**src/rtl/updown_counter_mod_if.sv**
```systemverilog
// Control and status bundle for the up/down counter.
// The counter itself takes the slave side; whoever drives the count controls takes the master side.
interface updown_counter_mod_if #(
  parameter int WIDTH = 3
);

  logic             en;
  logic             m;
  logic             load;
  logic [WIDTH-1:0] load_val;
  logic             clr_ovf;
  logic [WIDTH-1:0] q;
  logic [WIDTH-1:0] qbar;
  logic             tc;
  logic             wrap;
  logic             ovf;

  modport master (
    output en, m, load, load_val, clr_ovf,
    input  q, qbar, tc, wrap, ovf
  );

  modport slave (
    input  en, m, load, load_val, clr_ovf,
    output q, qbar, tc, wrap, ovf
  );

endinterface

```
**src/rtl/updown_counter_mod.sv**
```systemverilog
// Parametrised synchronous up/down counter, counting modulo MAX_COUNT+1.
// Supports parallel load with clamping, count enable, and wrap or saturate at the limits.
// Status outputs: terminal count, a one-cycle wrap pulse, and a sticky overflow flag.
module updown_counter_mod #(
  parameter int WIDTH     = 3,
  parameter int MAX_COUNT = 7,
  parameter int SATURATE  = 0
) (
  input  logic                 clk,
  input  logic                 rst,
  updown_counter_mod_if.slave  bus
);

  localparam logic [WIDTH-1:0] MAX_Q = WIDTH'(MAX_COUNT);
  localparam logic [WIDTH-1:0] ONE_Q = WIDTH'(1);
  localparam bit               SAT   = (SATURATE != 0);

  logic [WIDTH-1:0] r_q;
  logic             r_wrap;
  logic             r_ovf;

  logic [WIDTH-1:0] w_nextQ;
  logic             w_wrapEvt;
  logic             w_limitEvt;

  // Next count and event detection: load beats enable; at a limit, either wrap around or hold.
  always_comb begin
    w_nextQ    = r_q;
    w_wrapEvt  = 1'b0;
    w_limitEvt = 1'b0;
    if (bus.load) begin
      w_nextQ = (bus.load_val > MAX_Q) ? MAX_Q : bus.load_val;
    end else if (bus.en) begin
      if (bus.m) begin
        if (r_q == MAX_Q) begin
          if (SAT) begin
            w_limitEvt = 1'b1;
          end else begin
            w_nextQ   = '0;
            w_wrapEvt = 1'b1;
          end
        end else begin
          w_nextQ = r_q + ONE_Q;
        end
      end else begin
        if (r_q == '0) begin
          if (SAT) begin
            w_limitEvt = 1'b1;
          end else begin
            w_nextQ   = MAX_Q;
            w_wrapEvt = 1'b1;
          end
        end else begin
          w_nextQ = r_q - ONE_Q;
        end
      end
    end
  end

  // State registers; a new wrap or limit event takes precedence over a clear of ovf.
  always_ff @(posedge clk or negedge rst) begin
    if (!rst) begin
      r_q    <= '0;
      r_wrap <= 1'b0;
      r_ovf  <= 1'b0;
    end else begin
      r_q    <= w_nextQ;
      r_wrap <= w_wrapEvt;
      if (w_wrapEvt || w_limitEvt) begin
        r_ovf <= 1'b1;
      end else if (bus.clr_ovf) begin
        r_ovf <= 1'b0;
      end
    end
  end

  assign bus.q    = r_q;
  assign bus.qbar = ~r_q;
  assign bus.tc   = bus.m ? (r_q == MAX_Q) : (r_q == '0);
  assign bus.wrap = r_wrap;
  assign bus.ovf  = r_ovf;

endmodule

```
**src/flat_wrapper.sv**
```systemverilog
// flat-port wrapper written by rule: the top's interface ports become plain ports
module updown_counter_mod_flat 
#(
  parameter int WIDTH     = 3,
  parameter int MAX_COUNT = 7,
  parameter int SATURATE  = 0
)
  (clk, rst, bus_en, bus_m, bus_load, bus_load_val, bus_clr_ovf, bus_q, bus_qbar, bus_tc, bus_wrap, bus_ovf);
  updown_counter_mod_if #(.WIDTH(WIDTH)) bus_i ();
  input  logic clk;
  input  logic rst;
  input wire logic [$bits(bus_i.en)-1:0] bus_en;
  input wire logic [$bits(bus_i.m)-1:0] bus_m;
  input wire logic [$bits(bus_i.load)-1:0] bus_load;
  input wire logic [$bits(bus_i.load_val)-1:0] bus_load_val;
  input wire logic [$bits(bus_i.clr_ovf)-1:0] bus_clr_ovf;
  output wire logic [$bits(bus_i.q)-1:0] bus_q;
  output wire logic [$bits(bus_i.qbar)-1:0] bus_qbar;
  output wire logic [$bits(bus_i.tc)-1:0] bus_tc;
  output wire logic [$bits(bus_i.wrap)-1:0] bus_wrap;
  output wire logic [$bits(bus_i.ovf)-1:0] bus_ovf;
  assign bus_i.en = bus_en;
  assign bus_i.m = bus_m;
  assign bus_i.load = bus_load;
  assign bus_i.load_val = bus_load_val;
  assign bus_i.clr_ovf = bus_clr_ovf;
  assign bus_q = bus_i.q;
  assign bus_qbar = bus_i.qbar;
  assign bus_tc = bus_i.tc;
  assign bus_wrap = bus_i.wrap;
  assign bus_ovf = bus_i.ovf;
  updown_counter_mod #(.WIDTH(WIDTH), .MAX_COUNT(MAX_COUNT), .SATURATE(SATURATE)) u_core (.clk(clk), .rst(rst), .bus(bus_i));
endmodule
```
**config.mk**
```make
export PLATFORM = sky130hd
export DESIGN_NAME = updown_counter_mod_flat
export DESIGN_NICKNAME = d
export VERILOG_FILES = /design/src/rtl/updown_counter_mod_if.sv /design/src/rtl/updown_counter_mod.sv /design/src/flat_wrapper.sv
export SDC_FILE = /design/constraint.sdc
export NUM_CORES = 1
export LEC_CHECK = 0
export CAP_MARGIN = 0
export CORE_MARGIN = 2
export CORE_UTILIZATION = 24
export DETAILED_ROUTE_END_ITERATION = 16
export GPL_TIMING_DRIVEN = 0
export PLACE_DENSITY_LB_ADDON = 0.15
export SETUP_SLACK_MARGIN = 0.1
export SLEW_MARGIN = 20
export SYNTH_ARGS = -nofsm -noshare
export SYNTH_HDL_FRONTEND = slang
export SYNTH_SLANG_ARGS = --single-unit
```
**constraint.sdc**
```tcl
create_clock -name clk -period 1.3 [get_ports clk]
set_input_delay 0.195 -clock clk [delete_from_list [all_inputs] [get_ports clk]]
set_output_delay 0.195 -clock clk [all_outputs]
set_load 0.05 [all_outputs]
```
==> flow_metrics.tcl <==
set metrics [dict create \
    run_status "complete, but fails checks" \
    violations "setup timing" \
    total_leakage_power_uw 0.000278 \
    critPathSlowestCell "dfrtp_2" \
    synth_xor_area_share_pct 2.62 \
    wl_per_cell_microns 10.1 \
    synthAdderAreaFrac_pct 15.0 \
    drive_gt1_share_pct 46.8 \
    htreeDepth 1 \
    hp-class "in -> async" \
    seqCellArea_sq_um 129 \
    cts_buffers 3 \
    antenna_left 0 \
    crit_arrival_ns 1.42 \
    ys_ff_latch 5 \
    worst_pin_slew_ns 0.490 \
    syn2layout_area_growth_pct 97.8 \
    ff2ff_setup_slack_ns -0.26 \
    fillers 136 \
    ir_worst_vdd_uv 761 \
    num_vias 332 \
    async_flop_share_pct 100 \
    multi_input_area_sq_um 243 \
    clock-sinks 5 \
    cts_hold_buf 0 \
    drc 0 \
    grt-ovfl-total 0 \
    yosys_warnings 0 \
    path_clk_slew_ns 0.05 \
    die_area_sq_um 1710 \
    track_usage_pct 11.9 \
    syn_nets 50 \
    port_buffers 17 \
    slew_headroom_pct 67.4 \
    num_rows 13 \
    clock_path_buffers 2 \
    synth_cell_type_count 19 \
    yosys.area.top_type "dfrtp_1" \
    ys_top_cells_by_area "dfrtp_1, ha_1, inv_1" \
    synth_top_family_by_area "simple AND/OR/NAND/NOR gates" \
    cp-end-kind "primary output" \
    fin_tns_setup_ns -0.695 \
    min_period_over_period_pct 124 \
    slew_violations 0 \
    holdWs_ns 0.178 \
    switching_share_pct 39.4 \
    grt_max_degree 8 \
    postPlaceCellArea_sq_um 538 \
    nNetsFinal 76 \
    critPathKind "reg -> out" \
    maxCapViolations 0 \
    antenna_cells 0 \
    layout_min_cycle_time_ns 1.62 \
    clock_latency_ns 0.24 \
    netlist_instances 37 \
    crit_required_ns 1.11 \
    drt_iter0_drc 5 \
    finalWorstSetupSlack_ns -0.316 \
    finalInstanceArea_sq_um 661 \
    p_clk_share_pct 23.4 \
    hold_viol 0 \
    worstReg2RegStart "u_core.bus.q[0]" \
    fin_util_pct 50.8 \
    root_buffer "clkbuf_4" \
    fp.dieW_microns 41.3 \
    synth_most_common_cell "inv_1" \
    powerDensity_nw_per_um2 1160 \
    wl_microns 778 \
    cp_common_cell "ha_4" \
    synth_ff_type "dfrtp_1" \
    synth_seq_area_share_pct 37.5 \
    synth-compound-area-share_pct 17.2 \
    p_switching_uw 301 \
    die_h_microns 41.3 \
    synth-simple-area-share_pct 18.0 \
    viasPerCell 4.31 \
    setup_viol 3 \
    grt_pass1_wl_microns 1210 \
    synth-edff-count 0 \
    max_stage_delay_ns 0.45 \
    clock-skew-final_ns 0.00583 \
    path_cells "ha_4 -> ha_4 -> nand2_2 -> o21a_1 -> inv_2 -> buf_8" \
    gp_congestion 0.712 \
    io-pin-count 18 \
    internal-power_uw 463 \
    start_kind "flop" \
    syn_avg_cell_area_sq_um 9.03 \
    p_seq_share_pct 26.6 \
    synth_top_area_share_pct 37.5 \
    syn_area_sq_um 334 \
    synth_common_cells "inv_1, dfrtp_1, ha_1" \
    firstDrtPassIters 2 \
    initial_core_util_pct 25.7 \
    fmax_ghz 0.619 \
    hpwlAfterDp_microns 587 \
    rr_endpoint "u_core.bus.q[2]" \
    cts_tree "done" \
    finalPower_uw 764 \
    comb_power_share_pct 50.0 \
    muxShareOfSynthArea_pct 3.00 \
    grt_pass1_vias 296 \
    crit_fanout 4 \
    antenna_found_initial 0 \
    coreArea_sq_um 1300 \
    grt_setup_unrepaired "true" \
    reg2reg_depth 6 \
]
-- power groups by stage --
stage | Sequential [uW] | Combinational [uW] | Clock (uW)
floorplan | 253 | 146 | 0
global placement | 201 | 312 | 0
detailed placement | 201 | 312 | 0
CTS | 203 | 361 | 190
global route | 207 | 409 | 203
finish | 203 | 382 | 179
-- per-stage QoR --
stage / setup WS [ns] / cells
floorplan: -0.564 / 37
global placement: -0.729 / 69
detailed placement: -0.724 / 69
CTS: -0.314 / 77
global route: -0.397 / 77
finish: -0.316 / 77
-- state kept, by name, summed over array words and instances (netlist names) --
name / count
u_core.bus.ovf: 1
u_core.bus.q: 3
u_core.bus.wrap: 1
-- layout make-up --
cell class / count / area share (%)
clock buffers: 4 / 3.98
inverters: 6 / 4.55
multi-input cells: 26 / 36.7
flip-flops and latches: 5 / 19.5
well taps: 15 / 2.84
repair buffers: 21 / 32.4
-- worst max path at each step --
stage / from / endpoint / slack, ns / cells after the start
floorplan: u_core.bus.q[0] / u_core.bus.q[2] / -0.56 / 5
finish: u_core.bus.q[0] / bus_tc / -0.32 / 6
CTS: u_core.bus.q[1] / bus_tc / -0.31 / 6
global placement: bus_m / bus_tc / -0.73 / 5
detailed placement: u_core.bus.q[0] / bus_tc / -0.72 / 6
global route: u_core.bus.q[0] / bus_tc / -0.40 / 6
-- critical path: cells and delay by family, from the launching register on --
family,cells,cell delay [ns]
compound gates,1,0.15
flops,1,0.45
buf+inv,2,0.19
simple gates,1,0.05
fa+ha+maj,2,0.33
-- layer usage --
layer / track usage [%] / share of wire (%)
met5: 0 / 0
met4: 2.42 / 0
met1: 12.7 / 44
met3: 7.98 / 6.4
met2: 19.5 / 49
-- kinds of logic after synthesis --
group | Yosys count
AO/OA/AOI/OAI | 9
XOR/XNOR | 1
AND/OR/NAND/NOR | 11
multiplexers | 1
buffers and inverters | 6
flip-flops | 5
adder cells (fa/ha/maj) | 4
-- cell usage in the layout (no fill, tap or decap), drive strengths merged, types with 3 or more instances in the layout --
cell type	n
dfrtp	5
a21oi	3
nor2	3
ha	4
clkbuf	4
nand2	3
clkdlybuf4s50	8
inv	4
buf	10
-- what timing repair did --
item,CTS,global route
gates resized for setup,52,8
buffers inserted,4,1
pin swaps,7,2
endpoints found under the setup margin,14,11
Note: power is estimated with default switching activity, not from simulation.
